`src/rtl/evt_dma_pkg.sv`:
```
// evt_dma_pkg: default widths and P-stage state encoding shared by the event DMA packetizer.
package evt_dma_pkg;
    localparam int DATA_WIDTH_DEF    = 64;
    localparam int LEN_WIDTH_DEF     = 16;
    localparam int TIMEOUT_WIDTH_DEF = 32;
    localparam logic [1:0] P_EMPTY      = 2'd0;
    localparam logic [1:0] P_HOLD       = 2'd1;
    localparam logic [1:0] P_CLOSE_PEND = 2'd2;
endpackage

```
`src/rtl/evt_dma_idle_timer.sv`:
```
// evt_dma_idle_timer: counts idle cycles and flags when the count reaches a programmable limit.
module evt_dma_idle_timer
    import evt_dma_pkg::*;
#(
    parameter int WIDTH_G = TIMEOUT_WIDTH_DEF
) (
    input  logic               clk,
    input  logic               arst_n,
    input  logic               clear_i,
    input  logic               run_i,
    input  logic [WIDTH_G-1:0] limit_i,
    output logic               expired_o
);
    logic [WIDTH_G-1:0] cnt_q, cnt_d;
    logic [WIDTH_G:0]   cnt_inc;

    // Expiry covers the current idle cycle, so a limit of N closes on the Nth idle cycle.
    assign cnt_inc   = {1'b0, cnt_q} + {{WIDTH_G{1'b0}}, 1'b1};
    assign expired_o = (limit_i != '0) & (cnt_inc >= {1'b0, limit_i});
    assign cnt_d     = clear_i ? '0 : (run_i & ~expired_o) ? cnt_inc[WIDTH_G-1:0] : cnt_q;

    always_ff @(posedge clk or negedge arst_n)
        if (!arst_n) cnt_q <= '0;
        else         cnt_q <= cnt_d;
endmodule

```
`src/rtl/evt_dma_packetizer.sv`:
```
// evt_dma_packetizer: groups an event stream into DMA S2MM packets, closing on length,
// flush, disable or idle timeout. P holds the beat whose TLAST is still undecided.
module evt_dma_packetizer
    import evt_dma_pkg::*;
#(
    parameter int DATA_WIDTH_G    = DATA_WIDTH_DEF,
    parameter int LEN_WIDTH_G     = LEN_WIDTH_DEF,
    parameter int TIMEOUT_WIDTH_G = TIMEOUT_WIDTH_DEF
) (
    input  logic                       clk,
    input  logic                       arst_n,
    input  logic                       enable_i,
    input  logic                       flush_i,
    input  logic [LEN_WIDTH_G-1:0]     packet_length_i,
    input  logic [TIMEOUT_WIDTH_G-1:0] timeout_i,
    output logic                       in_ready_o,
    input  logic                       in_valid_i,
    input  logic [DATA_WIDTH_G-1:0]    in_data_i,
    input  logic                       out_ready_i,
    output logic                       out_valid_o,
    output logic [DATA_WIDTH_G-1:0]    out_data_o,
    output logic                       out_last_o,
    output logic [31:0]                pkt_count_o,
    output logic                       busy_o
);
    logic [1:0]              p_state_q, p_state_d;
    logic [DATA_WIDTH_G-1:0] p_data_q, p_data_d, o_data_q, o_data_d;
    logic                    o_valid_q, o_valid_d, o_last_q, o_last_d;
    logic [LEN_WIDTH_G:0]    beat_cnt_q, beat_cnt_d, beat_base;
    logic [LEN_WIDTH_G-1:0]  len_q, len_d;
    logic [31:0]             pkt_cnt_q, pkt_cnt_d;
    logic                    p_occ, o_free, accept, len_hit, tmo_exp, close_now, move;

    assign p_occ      = p_state_q != P_EMPTY;
    assign o_free     = ~o_valid_q | out_ready_i;
    assign in_ready_o = arst_n & enable_i & ~flush_i & (~p_occ | o_free);
    assign accept     = in_valid_i & in_ready_o;
    assign len_hit    = beat_cnt_q == {1'b0, len_q};
    // An accept coinciding with idle expiry wins, so the pending beat leaves without TLAST.
    assign close_now  = p_occ & ((p_state_q == P_CLOSE_PEND) | len_hit | flush_i | ~enable_i |
                                 (tmo_exp & ~accept));
    assign move       = p_occ & o_free & (accept | close_now);
    assign beat_base  = (move & close_now) ? '0 : beat_cnt_q;

    always_comb begin
        p_state_d  = accept ? P_HOLD : move ? P_EMPTY : close_now ? P_CLOSE_PEND : p_state_q;
        p_data_d   = accept ? in_data_i : p_data_q;
        o_valid_d  = move | (o_valid_q & ~out_ready_i);
        o_data_d   = move ? p_data_q : o_data_q;
        o_last_d   = move ? close_now : o_last_q;
        beat_cnt_d = accept ? beat_base + {{LEN_WIDTH_G{1'b0}}, 1'b1} : beat_base;
        len_d      = (accept & (beat_base == '0)) ?
                     ((packet_length_i == '0) ? LEN_WIDTH_G'(1) : packet_length_i) : len_q;
        pkt_cnt_d  = pkt_cnt_q + {31'd0, o_valid_q & out_ready_i & o_last_q};
    end

    always_ff @(posedge clk or negedge arst_n)
        if (!arst_n) begin
            p_state_q  <= P_EMPTY;
            p_data_q   <= '0;
            o_valid_q  <= 1'b0;
            o_data_q   <= '0;
            o_last_q   <= 1'b0;
            beat_cnt_q <= '0;
            len_q      <= '0;
            pkt_cnt_q  <= '0;
        end else begin
            p_state_q  <= p_state_d;
            p_data_q   <= p_data_d;
            o_valid_q  <= o_valid_d;
            o_data_q   <= o_data_d;
            o_last_q   <= o_last_d;
            beat_cnt_q <= beat_cnt_d;
            len_q      <= len_d;
            pkt_cnt_q  <= pkt_cnt_d;
        end

    evt_dma_idle_timer #(.WIDTH_G(TIMEOUT_WIDTH_G)) u_idle_timer (
        .clk       (clk),
        .arst_n    (arst_n),
        .clear_i   (accept | ~p_occ),
        .run_i     (p_occ),
        .limit_i   (timeout_i),
        .expired_o (tmo_exp)
    );

    assign out_valid_o = o_valid_q;
    assign out_data_o  = o_data_q;
    assign out_last_o  = o_last_q;
    assign pkt_count_o = pkt_cnt_q;
    assign busy_o      = p_occ | o_valid_q;
endmodule

```
`config.mk`:
```
export PLATFORM = sky130hd
export DESIGN_NAME = evt_dma_packetizer
export DESIGN_NICKNAME = d
export VERILOG_FILES = /design/src/rtl/evt_dma_pkg.sv /design/src/rtl/evt_dma_idle_timer.sv /design/src/rtl/evt_dma_packetizer.sv
export SDC_FILE = /design/constraint.sdc
export NUM_CORES = 1
export LEC_CHECK = 0
export CORE_AREA = 2 2 152 154
export DETAILED_ROUTE_END_ITERATION = 10
export DIE_AREA = 0 0 154 156
export PLACE_DENSITY = 0.77
export SLEW_MARGIN = 10
export SYNTH_ARGS = -nofsm -noshare
export SYNTH_HDL_FRONTEND = slang
export SYNTH_HIERARCHICAL = 1
export SYNTH_SLANG_ARGS = --single-unit
export TNS_END_PERCENT = 50
```
`constraint.sdc`:
```
create_clock -name clk -period 11.7 [get_ports clk]
set_input_delay 2.34 -clock clk [delete_from_list [all_inputs] [get_ports clk]]
set_output_delay 2.34 -clock clk [all_outputs]
set_load 0.01 [all_outputs]
```
# [Word level (Yosys, flattened, before mapping)]
# Index checks and enable logic that the tools add are counted.
[totals] elab_cells=61 inputBits=118 register_bits=229 output_inout_bits=100
[classes] eq_ne=2 bitwise=32 mux=8 reduce_logical=6 add_sub_neg=3 order_cmp=1
[ops] cell="32-bit two-way mux" n=2
[ops] cell="17-bit two-way mux" n=2
[ops] cell="32-bit by 1-bit adder with 33-bit output, second input constant" n=1
[ops] cell="33-bit by 32-bit >= comparator with 1-bit output" n=1
[ops] cell="32-bit by 1-bit adder with 32-bit output" n=1
[ops] cell="32-bit nonzero test" n=1
[ops] cell="17-bit by 1-bit adder with 17-bit output, second input constant" n=1
[ops] cell="17-bit by 16-bit == test with 1-bit output" n=1
[ops] cell="17-bit zero test" n=1
[ops] cell="16-bit zero test" n=1
[ops] cell="16-bit two-way mux" n=1
[ops] cell="1-bit AND" n=15
[ops] cell="1-bit OR" n=10
[ops] cell="1-bit NOT" n=7
[ops] cell="2-bit two-way mux" n=3
[ops] cell="2-bit nonzero test" n=2
[ops] cell="3-bit nonzero test" n=1
[ops] cell="2-bit == test, second input constant" n=1

# [Longest topological paths before layout]
[logic_depth] ltp_word=15 depth_mapped=27 ltp_nobuf=25

# [Hierarchy]
# Netlist, hierarchy kept.
[modules_own_cells] mod="evt_dma_packetizer" area_per_inst_um2=8082.8 cells_each=716 seq_area_each_um2=4929.7 instances=1
[modules_own_cells] mod="evt_dma_idle_timer" area_per_inst_um2=2975.4 cells_each=363 seq_area_each_um2=800.8 instances=1

# [Worst setup path before layout]
# OpenSTA, ideal clock, no wires.
[synth_path] kind="input -> register" startpoint="input timeout_i[31]" endpoint="register len_q[10]" required_ns=11.575 setup_time_ns=0.125 setup_slack_ns=5.848 t_arrival_ns=5.728 n_path_buf=2 path_stages=19 cell_sequence="inv_1 -> ha_1 -> nand3_1 -> or4_1 -> a21oi_1 -> or4_1 -> nor3_1 -> nor2_1 -> a221o_1 -> a31oi_1 -> o21ai_1 -> a21bo_2 -> ha_1 -> nand2_1 -> a21oi_1 -> a41o_1 -> buf_2 -> buf_2 -> mux2_2"
[synth_via] elab_chain_len=11 elab_cells_between_ends=12 cone_classes="1 x order compare; 1 x mux; 8 x bitwise; 2 x reduce/logical"
[synth_lines] item="start: declaration" line="evt_dma_packetizer.sv:15" source="input logic [TIMEOUT_WIDTH_G-1:0] timeout_i,"
[synth_lines] item="33-bit by 32-bit >= comparator with 1-bit output or 32-bit nonzero test (tied branches)" line="evt_dma_idle_timer.sv:19" source="assign expired_o = (limit_i != '0) & (cnt_inc >= {1'b0, limit_i});"
[synth_lines] item="1-bit AND (*)" line="evt_dma_idle_timer.sv:19"
[synth_lines] item="net tmo_exp" line="evt_dma_packetizer.sv:32" source="logic p_occ, o_free, accept, len_hit, tmo_exp, close_now, move;"
[synth_lines] item="1-bit AND (*)" line="evt_dma_packetizer.sv:41" source="(tmo_exp & ~accept));"
[synth_lines] item="1-bit OR (*)" line="evt_dma_packetizer.sv:40" source="assign close_now = p_occ & ((p_state_q == P_CLOSE_PEND) | len_hit | flush_i | ~enable_i |"
[synth_lines] item="1-bit AND (*)" line="evt_dma_packetizer.sv:40"
[synth_lines] item="1-bit OR" line="evt_dma_packetizer.sv:42" source="assign move = p_occ & o_free & (accept | close_now);"
[synth_lines] item="1-bit AND" line="evt_dma_packetizer.sv:42"
[synth_lines] item="1-bit AND (*)" line="evt_dma_packetizer.sv:43" source="assign beat_base = (move & close_now) ? '0 : beat_cnt_q;"
[synth_lines] item="17-bit two-way mux (*)" line="evt_dma_packetizer.sv:43"
[synth_lines] item="17-bit zero test (*)" line="evt_dma_packetizer.sv:52" source="len_d = (accept & (beat_base == '0)) ?"
[synth_lines] item="1-bit AND (*)" line="evt_dma_packetizer.sv:52"
[synth_lines] item="end signal: assignment" line="evt_dma_packetizer.sv:74" source="len_q <= len_d;"
[synth_lines] item="end: declaration" line="evt_dma_packetizer.sv:30" source="logic [LEN_WIDTH_G-1:0] len_q, len_d;"
# Mark *: on every way through the listed nets, which the timed path passes. The rest lies on a longest branch.
# A chain may end at the register's enable or synchronous reset.

# [Final worst setup path]
[layout_path] startpoint="register u_idle_timer.cnt_q[0]" endpoint="register beat_cnt_q[16]"
[layout_via] elab_chain_len=12
[layout_lines] item="start: declaration" line="evt_dma_idle_timer.sv:14" source="logic [WIDTH_G-1:0] cnt_q, cnt_d;"
[layout_lines] item="start signal: assignment" line="evt_dma_idle_timer.sv:24" source="else cnt_q <= cnt_d;"
[layout_lines] item="32-bit by 1-bit adder with 33-bit output (*)" line="evt_dma_idle_timer.sv:18" source="assign cnt_inc = {1'b0, cnt_q} + {{WIDTH_G{1'b0}}, 1'b1};"
[layout_lines] item="33-bit by 32-bit >= comparator with 1-bit output (*)" line="evt_dma_idle_timer.sv:19"
[layout_lines] item="1-bit AND (*)" line="evt_dma_idle_timer.sv:19"
[layout_lines] item="net tmo_exp" line="evt_dma_packetizer.sv:32"
[layout_lines] item="1-bit AND (*)" line="evt_dma_packetizer.sv:41"
[layout_lines] item="1-bit OR (*)" line="evt_dma_packetizer.sv:40"
[layout_lines] item="1-bit AND (*)" line="evt_dma_packetizer.sv:40"
[layout_lines] item="1-bit OR" line="evt_dma_packetizer.sv:42"
[layout_lines] item="1-bit AND" line="evt_dma_packetizer.sv:42"
[layout_lines] item="1-bit AND (*)" line="evt_dma_packetizer.sv:43"
[layout_lines] item="17-bit two-way mux (*)" line="evt_dma_packetizer.sv:43"
[layout_lines] item="17-bit by 1-bit adder with 17-bit output" line="evt_dma_packetizer.sv:51" source="beat_cnt_d = accept ? beat_base + {{LEN_WIDTH_G{1'b0}}, 1'b1} : beat_base;"
[layout_lines] item="17-bit two-way mux (*)" line="evt_dma_packetizer.sv:51"
[layout_lines] item="net beat_cnt_d[16]" line="evt_dma_packetizer.sv:29" source="logic [LEN_WIDTH_G:0] beat_cnt_q, beat_cnt_d, beat_base;"
[layout_lines] item="end signal: assignment" line="evt_dma_packetizer.sv:73" source="beat_cnt_q <= beat_cnt_d;"
[layout_lines] item="end: declaration" line="evt_dma_packetizer.sv:29"
# Marks and branches as above.

==> flow_metrics.tcl <==
set metrics [dict create \
    status "complete, no violations" \
    insertion_delay_ns 0.52 \
    synthSimpleGateAreaFrac_pct 19.1 \
    die_x_um 154 \
    post-route-period-util_pct 56.0 \
    async_reset_ff_share_pct 100 \
    synth-compound-area-share_pct 5.56 \
    cts_hold_buf 0 \
    critPathTopFamily "simple AND/OR/NAND/NOR gates" \
    dr_wl_met3_um 1240 \
    cp_max_fo 17 \
    dieHeight_um 156 \
    start_util_pct 49.4 \
    num-fill-cells 1803 \
    hold_viol 0 \
    yosys.area.top_type "dfrtp_1" \
    dieArea_um2 24000 \
    met2_length_um 12200 \
    synth_top_family_by_area "simple AND/OR/NAND/NOR gates" \
    relSlewSlack_pct 35.2 \
    synthAdderAreaFrac_pct 4.19 \
    nets 1441 \
    layout.cells.most_common_list "243 x nand2_1, 229 x dfrtp_1, 216 x clkdlybuf4s50_1, 75 x mux2_2, 54 x xnor2_1" \
    cts_buffers 25 \
    leakagePower_uw 0.00653 \
    critPathBufInv 0 \
    drc_errors 0 \
    final.setup.tns_ns 0 \
    drt_iter0_drc 469 \
    synth_top_area_share_pct 51.8 \
    synth_xor_area_share_pct 7.37 \
    worstPathArrival_ns 6.93 \
    gp_congestion 0.833 \
    synth_nets 1234 \
    cts_setup_buffers 0 \
    ys_seq_elements 229 \
    synthDistinctLibCells 58 \
    drt-met1-wl_um 11100 \
    h-tree-depth 1 \
    track_usage_pct 21.1 \
    rsz0062_at_grt "false" \
    port-buffer-count 217 \
    fin_ws_ns 5.15 \
    num_antenna_cells 0 \
    dr.pass1.iters 4 \
    path_clk_slew_ns 0.06 \
    clock.fmax_ghz 0.153 \
    synth-edff-count 0 \
    tightest_slew_ns 0.972 \
    drv_slew 0 \
    ys_warn_count 6 \
    critPathMaxStageDelay_ns 0.64 \
    setup_viol 0 \
    highest_layer "met4" \
    ir_drop_uv 135 \
    vias 8504 \
    synth_area_leaders "dfrtp_1 52%, nand2_1 8.2%, mux2_2 7.6%, xnor2_1 4.3%, ha_1 4.2%" \
    synthCells 1079 \
    yosysSeqAreaShare_pct 51.8 \
    syn-cell-area_um2 11100 \
    io_pins 218 \
    grt_pass1_vias 8458 \
    min-delay-path-class "register to register" \
    crit_slowest_cell "or3b_1" \
    pre_cts_ws_ns 4.71 \
    root_buffer "clkbuf_16" \
    wl_per_cell_um 16.0 \
    cap_violations 0 \
    path_cells "ha_1 > and4_1 > nand4_1 > or3b_1 > or3_1 > xnor2_1 > ha_1 > nand4_1 > or4_1 > a21oi_1 > or4_1 > nor3_1 > nor2_1 > a221o_1 > a31oi_1 > o21ai_1 > and2_1 > nor2b_1 > ha_1 > nand4_1 > nor3_1 > xnor2_1 > nor2_1" \
    dp_hpwl_um 17700 \
    cts_buffer_depth 3 \
    clock_sinks 229 \
    p_per_area_nw_per_um2 187 \
    row_count 55 \
    period_needed_ns 6.55 \
    end_kind "register" \
    wl_um 25400 \
    synth_mux_area_share_pct 8.24 \
    grt_pass1_wl_um 41600 \
    fp.coreArea_um2 22400 \
    start_kind "register" \
    grt_max_degree 94 \
    viasPerCell 5.35 \
    cts_tree "built" \
    layout_commonest_cell "nand2_1" \
    finClkSkew_ns 0.0275 \
    cts-resized-gates 0 \
    worstPathRequired_ns 12.08 \
    synth_flop_cell "dfrtp_1" \
    drive_gt1_share_pct 10.8 \
    ant_nets 0 \
    grt.overflow.total 0 \
    area_growth_syn_to_layout_pct 29.0 \
    synth.avg_cell_area_um2 10.2 \
    path_class "register to register" \
    antenna_found_initial 0 \
]
worst register-to-register path, delay by kind of cell (launching register included):
family | cells | cell delay (ns)
xor+xnor | 2 | 0.34
fa+ha+maj | 3 | 0.72
compound gates | 4 | 0.81
flops | 1 | 0.43
simple gates | 14 | 4.10
power breakdown:
part / internal, uW / leakage (uW) / switching [uW] / total [uW]
logic: 420 / 0.00314 / 347 / 767
clock network: 487 / 0.000415 / 308 / 795
registers: 988 / 0.00298 / 115 / 1100
area by class of cell:
class	count	area [um^2]	area share, %
clock buffer	37	751	5.26
clock inverter	8	98.8	0.693
inverter	45	169	1.18
multi-input combinational	762	4930	34.6
sequential	229	5730	40.2
tap	285	357	2.50
timing repair buffer	223	2220	15.6
logic make-up (layout without fill, tap and decap cells):
logic type | after synthesis | in the layout
adders and majority gates | 37 | 37
AOI/OAI and AO/OA | 103 | 103
DFF | 229 | 229
xor gates and xnor gates | 93 | 93
buffers and inverters | 88 | 313
and+or+nand+nor | 448 | 448
muxes | 81 | 81
layer usage:
layer / vias up / global-route usage, %
met5: - / 0
met3: 54 / 3.61
li1: 4100 / -
met2: 217 / 35.1
met4: 0 / 7.34
met1: 4133 / 28.0
synthesized netlist by cell type (2+ instances only):
cell,n
clkbuf_1,22
xnor2_1,54
o31ai_1,7
nand3_1,28
a31oi_1,2
nor4_1,18
nor2_1,41
a41o_1,2
a21oi_1,41
o211ai_1,2
and2_1,3
nand2b_1,2
a21o_1,2
o21ai_0,16
buf_12,2
and4_1,5
nand2_1,243
nand4_1,24
a211oi_1,4
mux2_1,5
buf_6,4
o21ai_1,18
ha_1,37
nor2b_1,6
nor3_1,16
xor2_1,39
mux2_2,75
nor2_2,2
dfrtp_1,229
or2_2,4
or4_1,11
inv_1,45
and3_1,11
buf_2,13
or3_1,22
buf_1,2
sequential cells by signal (all words and copies together) (netlist names):
signal              flops
out_valid_o             1
beat_cnt_q             17
p_state_q               2
u_idle_timer/cnt_q     32
pkt_count_o            32
out_data_o             64
p_data_q               64
out_last_o              1
len_q                  16
through the flow:
step / util (%) / power, uW / hold WS, ns / cell area [um^2] / cells
final: 63.8 / 2660 / 0.463 / 14300 / 1589
after global routing: 63.8 / 2810 / 0.493 / 14300 / 1589
after CTS: 63.8 / 2700 / 0.472 / 14300 / 1589
after detailed placement: 60.0 / 1890 / 0.457 / 13400 / 1544
after global placement: 60.0 / 1860 / 0.451 / 13400 / 1544
after floorplan: - / 1520 / 0.438 / 11100 / 1079
final timing paths:
path / depth (start not counted) / slack, ns / from / end
min: 2 / 0.46 / p_data_q[3]$_DFFE_PN0N_ / p_data_q[3]$_DFFE_PN0N_
min reg2reg: 2 / 0.46 / p_data_q[3]$_DFFE_PN0N_ / p_data_q[3]$_DFFE_PN0N_
max reg2reg: 23 / 5.15 / u_idle_timer/cnt_q[0]$_DFFE_PN0P_ / beat_cnt_q[16]$_DFF_PN0_
max: 23 / 5.15 / u_idle_timer/cnt_q[0]$_DFFE_PN0P_ / beat_cnt_q[16]$_DFF_PN0_
min in group asynchronous: 1 / 1.86 / arst_n / p_data_q[40]$_DFFE_PN0N_
max in group asynchronous: 2 / 8.41 / arst_n / out_data_o[31]$_DFFE_PN0P_
Power figures use the tool's default switching activity.
